$ cat src/rtl/rgb_fade_sequencer.sv
// Colour-fade sequencer for the RGB PWM driver: fades linearly between four palette
// colours, holds each one for a fixed number of step ticks, then moves to the next.
module rgb_fade_sequencer #(
    parameter int STEP_DIV   = 50000,
    parameter int HOLD_STEPS = 64
) (
    input  logic        clk,
    input  logic        rst,
    input  logic        enable,
    input  logic        cfg_we,
    input  logic [1:0]  cfg_addr,
    input  logic [23:0] cfg_rgb,
    output logic [7:0]  r_duty,
    output logic [7:0]  g_duty,
    output logic [7:0]  b_duty,
    output logic [1:0]  color_idx,
    output logic        busy,
    output logic        seq_wrap
);

    typedef enum logic [1:0] {
        IDLE = 2'd0,
        FADE = 2'd1,
        HOLD = 2'd2
    } state_t;

    localparam int CNT_W  = (STEP_DIV > 1)   ? $clog2(STEP_DIV)   : 1;
    localparam int HOLD_W = (HOLD_STEPS > 1) ? $clog2(HOLD_STEPS) : 1;
    localparam logic [CNT_W-1:0]  CNT_LAST  = CNT_W'(STEP_DIV - 1);
    localparam logic [HOLD_W-1:0] HOLD_LAST = HOLD_W'(HOLD_STEPS - 1);

    // One-unit move toward the target; can never leave 0..255.
    function automatic logic [7:0] step_toward(input logic [7:0] cur, input logic [7:0] tgt);
        if (cur < tgt) begin
            return cur + 8'd1;
        end else if (cur > tgt) begin
            return cur - 8'd1;
        end else begin
            return cur;
        end
    endfunction

    state_t              state_q, state_d;
    logic [CNT_W-1:0]    cnt_q, cnt_d;
    logic [HOLD_W-1:0]   hold_q, hold_d;
    logic [7:0]          r_q, r_d, g_q, g_d, b_q, b_d;
    logic [1:0]          idx_q, idx_d;
    logic                busy_q, busy_d;
    logic                wrap_q, wrap_d;
    logic [23:0]         palette_q [4];
    logic [23:0]         palette_d [4];

    logic                tick;
    logic [23:0]         tgt;
    logic [7:0]          r_step, g_step, b_step;

    always_comb begin
        tgt    = palette_q[idx_q];
        tick   = (state_q != IDLE) && (cnt_q == CNT_LAST);
        r_step = step_toward(r_q, tgt[23:16]);
        g_step = step_toward(g_q, tgt[15:8]);
        b_step = step_toward(b_q, tgt[7:0]);

        state_d = state_q;
        hold_d  = hold_q;
        r_d     = r_q;
        g_d     = g_q;
        b_d     = b_q;
        idx_d   = idx_q;
        wrap_d  = 1'b0;

        // Tick phase restarts from zero every time the sequence leaves IDLE.
        if (state_q == IDLE || !enable || tick) begin
            cnt_d = '0;
        end else begin
            cnt_d = cnt_q + 1'b1;
        end

        unique case (state_q)
            IDLE: begin
                hold_d = '0;
                if (enable) begin
                    state_d = FADE;
                end
            end
            FADE: begin
                if (!enable) begin
                    state_d = IDLE;
                    hold_d  = '0;
                end else if (tick) begin
                    r_d = r_step;
                    g_d = g_step;
                    b_d = b_step;
                    if ({r_step, g_step, b_step} == tgt) begin
                        state_d = HOLD;
                        hold_d  = '0;
                    end
                end
            end
            HOLD: begin
                if (!enable) begin
                    state_d = IDLE;
                    hold_d  = '0;
                end else if (tick) begin
                    if (hold_q == HOLD_LAST) begin
                        hold_d  = '0;
                        idx_d   = idx_q + 2'd1;
                        wrap_d  = (idx_q == 2'd3);
                        state_d = FADE;
                    end else begin
                        hold_d = hold_q + 1'b1;
                    end
                end
            end
            default: begin
                state_d = IDLE;
                hold_d  = '0;
            end
        endcase

        busy_d = (state_d != IDLE);

        for (int i = 0; i < 4; i++) begin
            palette_d[i] = palette_q[i];
        end
        if (cfg_we) begin
            palette_d[cfg_addr] = cfg_rgb;
        end
    end

    always_ff @(posedge clk or posedge rst) begin
        if (rst) begin
            state_q <= IDLE;
            cnt_q   <= '0;
            hold_q  <= '0;
            r_q     <= 8'd0;
            g_q     <= 8'd0;
            b_q     <= 8'd0;
            idx_q   <= 2'd0;
            busy_q  <= 1'b0;
            wrap_q  <= 1'b0;
            for (int i = 0; i < 4; i++) begin
                palette_q[i] <= 24'd0;
            end
        end else begin
            state_q <= state_d;
            cnt_q   <= cnt_d;
            hold_q  <= hold_d;
            r_q     <= r_d;
            g_q     <= g_d;
            b_q     <= b_d;
            idx_q   <= idx_d;
            busy_q  <= busy_d;
            wrap_q  <= wrap_d;
            for (int i = 0; i < 4; i++) begin
                palette_q[i] <= palette_d[i];
            end
        end
    end

    assign r_duty    = r_q;
    assign g_duty    = g_q;
    assign b_duty    = b_q;
    assign color_idx = idx_q;
    assign busy      = busy_q;
    assign seq_wrap  = wrap_q;

endmodule

$ cat config.mk
export PLATFORM = sky130hd
export DESIGN_NAME = rgb_fade_sequencer
export DESIGN_NICKNAME = d
export VERILOG_FILES = /design/src/rtl/rgb_fade_sequencer.sv
export SDC_FILE = /design/constraint.sdc
export NUM_CORES = 1
export LEC_CHECK = 0
export ABC_AREA = 0
export BUFFER_PORTS_ARGS = -buffer_cell sky130_fd_sc_hd__buf_2
export CAP_MARGIN = 20
export CORE_MARGIN = 2
export CORE_UTILIZATION = 36
export DETAILED_ROUTE_END_ITERATION = 8
export PLACE_DENSITY = 0.56
export SETUP_SLACK_MARGIN = 0.2
export SLEW_MARGIN = 40
export SYNTH_ARGS = -nofsm -noshare
export SYNTH_HDL_FRONTEND = slang
export SYNTH_SLANG_ARGS = --single-unit
export TNS_END_PERCENT = 20
$ cat constraint.sdc
create_clock -name clk -period 5.2 [get_ports clk]
set_input_delay 0.52 -clock clk [delete_from_list [all_inputs] [get_ports clk]]
set_output_delay 0.52 -clock clk [all_outputs]
set_load 0.005 [all_outputs]
### Word-level counts from Yosys, hierarchy flattened

Cells that the tools add are included.

* register bits: 148
* input port bits: 30
* output and inout bits: 28

* mux-type cells: 32
* reductions and logical operators: 11
* eq/ne operators: 9
* $lt $le $gt $ge: 9
* bitwise operators: 2
* add/sub/neg operators: 9

Operators with widths (count)
* 96-bit bitwise mux: 1
* 24-bit two-way mux: 3
* 24-bit binary-select mux with 2-bit select: 1
* 24-bit demux with 2-bit select: 1
* 8-bit two-way mux: 6
* 6-bit two-way mux: 6
* 8-bit by 1-bit adder with 8-bit output (second input constant): 3
* 24-bit equality test: 1
* 8-bit > comparator: 3
* 8-bit < comparator: 3
* 8-bit by 1-bit subtractor with 8-bit output (second input constant): 3
* 16-bit by 1-bit adder with 16-bit output (second input constant): 1
* 16-bit equality test (second input constant): 1
* 16-bit two-way mux: 1
* 2-bit two-way mux: 7
* 6-bit one-hot mux with 2 select lines: 1
* 3-bit != test (second input constant): 3
* 6-bit by 1-bit adder with 6-bit output (second input constant): 1
* 6-bit equality test (second input constant): 1
* 3-bit >= comparator (second input constant): 2
* 2-bit NOT with 3-bit output: 2
* 2-bit one-hot mux with 3 select lines: 1
* 3-bit AND reduction: 2
* 2-bit equality test (second input constant): 2
* other kinds (10): 16

### Logic depth before layout (Yosys ltp)

* depth in word-level cells: 13
* gate-level depth with buffers: 18

### Worst setup path after synthesis

OpenSTA, ideal clock, no wires.

* kind: flip-flop to flip-flop
* start point: register idx_q[1] (netlist: color_idx[1])
* end point: register hold_q[1]
* path slack: 0.969 ns
* buffers on the path: 4
* setup time: 0.079 ns
* arrival time: 4.152 ns
* stages on the path, launching flop included: 18
* cells stage by stage: dfrtp_1 buf_6 buf_6 buf_2 mux2_2 o21ai_0 ha_1 nor2b_1 o211ai_1 a21o_1 buf_2 nand2_1 a311o_1 a2111oi_2 nand4_1 nor4_2 o21a_2 mux2i_1

* longest elaborated chain between the ends: 10

RTL lines
* start: declaration: line 47 `logic [1:0] idx_q, idx_d;`
* start signal: assignment: line 152 `idx_q <= idx_d;`
* 2-bit NOT with 3-bit output (not written as such) (*): line 58 `tgt = palette_q[idx_q];`
* 24-bit binary-select mux with 2-bit select (*): line 58
* 24-bit two-way mux (not written as such) (*) (2 in a row): line 58
* 8-bit > comparator: line 36 `end else if (cur > tgt) begin`
* 8-bit two-way mux: line 36
* 8-bit two-way mux: line 34 `if (cur < tgt) begin`
* 24-bit equality test (*): line 94 `if ({r_step, g_step, b_step} == tgt) begin`
* 3-bit != test (no line) (*)
* 3-bit AND reduction (no line) (*)
* end signal: assignment: line 148 `hold_q <= hold_d;`
* end: declaration: line 45 `logic [HOLD_W-1:0] hold_q, hold_d;`

Every way passes the cells marked *; elsewhere a longest branch is shown, timed or not. The select of a mux whose other input is x is not followed.
A chain may end at the register's enable or synchronous reset.

### Worst setup path in the final report

* start point: register idx_q[0] (netlist: color_idx[0])
* end point: register hold_q[1]

The elaborated chain is that of the path after synthesis.

==> metrics <==
endpoint kind of the worst setup timing path=register; fraction of post-synthesis cell area in the top cell type by area=0.435; iteration-0 DRC count of the detailed router=371; most used flip-flop cell after synthesis=sky130_fd_sc_hd__dfrtp_1; dominant cell by count in the synthesized netlist=sky130_fd_sc_hd__dfrtp_1; post-detailed-route count of antenna-violating nets=0; setup bufs post-CTS=0; type of the most critical hold path=in -> async; reported leakage power=4.22 nW; CTS sink cnt=148; Netlist Area Pre-Place=0.00851 sq mm; Synth Register Bits=148; Total Nets Final=890; final count of pins violating max slew=0; time the worst path needs with I/O delays and setup=4.60 ns; area growth from synthesis to final layout=15.1%; Clk pin slew, worst setup/hold paths=0.07 ns; CTS HTree Levels=4; critical-path maximum fanout=14; total I/O pin count=58; cell type of the slowest stage on the worst timing path=sky130_fd_sc_hd__dfrtp_1; Pre-antenna DRT Iters=5; number of different library cells in the post-synthesis netlist=62; Avg Vias per Cell=5.33; die span in x=158 um; post-synth net total=832; worst endpoint required time=5.55 ns; share of the yosys chip area belonging to registers=0.435; final HPWL from detailed placement=14800 um; total power density per cell area=323 mW/mm^2; Placement Rows=56; largest net degree at the start of global routing=103; worst slew slack as a fraction of its limit=0.510; number of antenna violations at the first check in global routing=1; worst endpoint data arrival time=4.95 ns; max capacitance violation total=0; number of instances in the synthesized netlist=769; Warnings, synthesis=0; global-route wire length before repair=34100 um; ANT cells=0; CTS Buf Count=17; CTS max path bufs=2; CTS root buffer=sky130_fd_sc_hd__clkbuf_16; Initial Utilization=0.365; die area=0.0249 sq mm; portion of the clock cycle consumed by the worst path in the final layout=0.885; remaining routing DRC violations=0; total length of routed wires=20900 um; Final GP Congestion=0.895; Finished Layout Cells=1159; TritonCTS clock tree=built; largest cells by area after synthesis=sky130_fd_sc_hd__dfrtp_1 (44%), sky130_fd_sc_hd__mux2_2 (13%), sky130_fd_sc_hd__mux4_2 (6.1%), sky130_fd_sc_hd__ha_1 (4.9%), sky130_fd_sc_hd__xnor2_1 (3.9%); syn_area_per_cell=11.1 sq um; setup skew after layout=0.0101 ns; global-route usage over all layers=0.178; Fillers=2244; Die H=158 um; total negative setup slack=0 ns; share of cells above drive strength 1=0.281; number of enable-type register cells in the synthesized netlist=0; vias=6181; achievable clock frequency=217 MHz; result of the run=completed; Core ar.=0.0233 sq mm; series of cell instances along the critical path=buf_4 -> mux4_2 -> inv_1 -> ha_1 -> a21oi_1 -> o21ai_0 -> nor2_1 -> and3_1 -> a311o_1 -> a2111oi_2 -> nand4_1 -> nor4_2 -> o21a_2 -> mux2i_1; maximum vdd drop=190 uV; total global routing overflow=0; count of endpoints failing hold in the final timing report=0; latest clock arrival within the worst-skew pair=0.43 ns; placed cell count=1127; via count of the first global-routing pass=6181; type of the setup path with the least slack=reg -> reg; total setup violations reported at the end of the flow=0; transition time at the pin with the least slew margin=0.735 ns; wire length per cell after detailed routing=18.0 um; cell taking the most area after synthesis=sky130_fd_sc_hd__dfrtp_1; Port Buffers=57; unrepaired setup endpoints after global routing=false; Critical Path Source Type=register; cell types with the highest counts after synthesis=sky130_fd_sc_hd__dfrtp_1 (148), sky130_fd_sc_hd__mux2_2 (99), sky130_fd_sc_hd__nor2_1 (52); Critical Path Max Stage Delay=0.74 ns; fraction of registers with async set or reset after synthesis=1.00
[critical path, delay by kind of cell (launching register included)]
kind                     cells  cell delay, ns
flip-flops                   1            0.74
adder cells (fa/ha/maj)      1            0.29
AO/OA/AOI/OAI                5            1.57
buffers and inverters        2            0.43
multiplexers                 2            0.51
AND/OR/NAND/NOR              4            0.97
[kinds of logic (layout without fill, tap and decap cells)]
family | after synthesis | after routing | synth area share
multiplexers | 126 | 126 | 0.197
adder cells (fa/ha/maj) | 33 | 33 | 0.0485
buffers and inverters | 65 | 136 | 0.0316
AO/OA/AOI/OAI | 126 | 126 | 0.0972
AND/OR/NAND/NOR | 204 | 204 | 0.121
XOR/XNOR | 67 | 67 | 0.0698
flip-flops | 148 | 148 | 0.435
[layout make-up]
type	instances	area [sq um]	area share
Sequential cell	148	3710	0.379
Inverter	37	146	0.0149
Multi-Input combinational cell	556	4550	0.465
Tap cell	319	399	0.0408
Clock buffer	17	425	0.0434
Clock inverter	15	204	0.0208
Timing Repair Buffer	67	360	0.0368
[sequential cells by signal (all words and copies together) (netlist names)]
name,cells
r_duty,8
color_idx,2
seq_wrap,1
hold_q,6
g_duty,8
palette_q,96
cnt_q,16
b_duty,8
state_q,2
busy,1
[report_power, final]
part           switching [W]  internal (W)
Clock               0.000542      0.000778
Sequential         0.0000690       0.00129
Combinational       0.000230      0.000248
[path summary, 6_finish.rpt]
check	slack (ns)	endpoint	cells past startpoint	startpoint
setup / recovery	0.60	hold_q[1]	14	color_idx[0]
hold / removal	0.22	cnt_q[11]	2	rst
setup reg to reg	0.60	hold_q[1]	14	color_idx[0]
hold reg to reg	0.45	cnt_q[0]	1	cnt_q[0]
max in group asynchronous	3.86	palette_q[8]	3	rst
min in group clk	0.36	hold_q[2]	3	enable
[cell usage in the layout, fill, tap and decap left out, types with 5 or more instances in the layout]
cell and instances:
sky130_fd_sc_hd__dfrtp_1 147, sky130_fd_sc_hd__xor2_1 28, sky130_fd_sc_hd__ha_1 33, sky130_fd_sc_hd__a22oi_1 5
sky130_fd_sc_hd__nor3_1 10, sky130_fd_sc_hd__o21a_1 5, sky130_fd_sc_hd__mux2_2 99, sky130_fd_sc_hd__o21ai_1 5
sky130_fd_sc_hd__nor4_1 7, sky130_fd_sc_hd__inv_1 36, sky130_fd_sc_hd__buf_4 10, sky130_fd_sc_hd__xnor2_1 38
sky130_fd_sc_hd__nand4_1 11, sky130_fd_sc_hd__and3_1 14, sky130_fd_sc_hd__o211ai_1 8, sky130_fd_sc_hd__buf_2 57
sky130_fd_sc_hd__a31oi_1 8, sky130_fd_sc_hd__clkbuf_16 17, sky130_fd_sc_hd__a21o_1 5, sky130_fd_sc_hd__or3_1 7
sky130_fd_sc_hd__inv_8 5, sky130_fd_sc_hd__mux4_2 23, sky130_fd_sc_hd__o22ai_1 5, sky130_fd_sc_hd__nand3_1 30
sky130_fd_sc_hd__o21ai_0 24, sky130_fd_sc_hd__nand2_1 40, sky130_fd_sc_hd__a21oi_1 31, sky130_fd_sc_hd__inv_6 6
sky130_fd_sc_hd__nor2_1 51, sky130_fd_sc_hd__or4_1 8
[timing repair]
item	in CTS	in global routing
hold buffers	0	0
resized for setup	0	4
setup endpoints to repair	0	7
[metrics by stage]
step | utilization | hold WS [ns] | instance area (sq um) | setup WS [ns] | total power (W)
2_1_floorplan | - | 0.425 | 8510 | 0.700 | 0.00173
3_3_place_gp | 0.392 | 0.453 | 9150 | 0.583 | 0.00185
3_5_place_dp | 0.393 | 0.458 | 9160 | 0.453 | 0.00186
4_1_cts | 0.420 | 0.257 | 9790 | 0.427 | 0.00320
5_1_grt | 0.420 | 0.304 | 9790 | 0.239 | 0.00331
6_report | 0.420 | 0.220 | 9790 | 0.600 | 0.00316
[metal layers]
metal / up-vias / share of wire / GRT usage
li1: 2941 / - / -
met1: 3047 / 0.48 / 0.257
met2: 165 / 0.45 / 0.266
met3: 26 / 0.053 / 0.0364
met4: 2 / 0.016 / 0.0602
met5: - / 0.00053 / 0
Power figures use the tool's default switching activity.
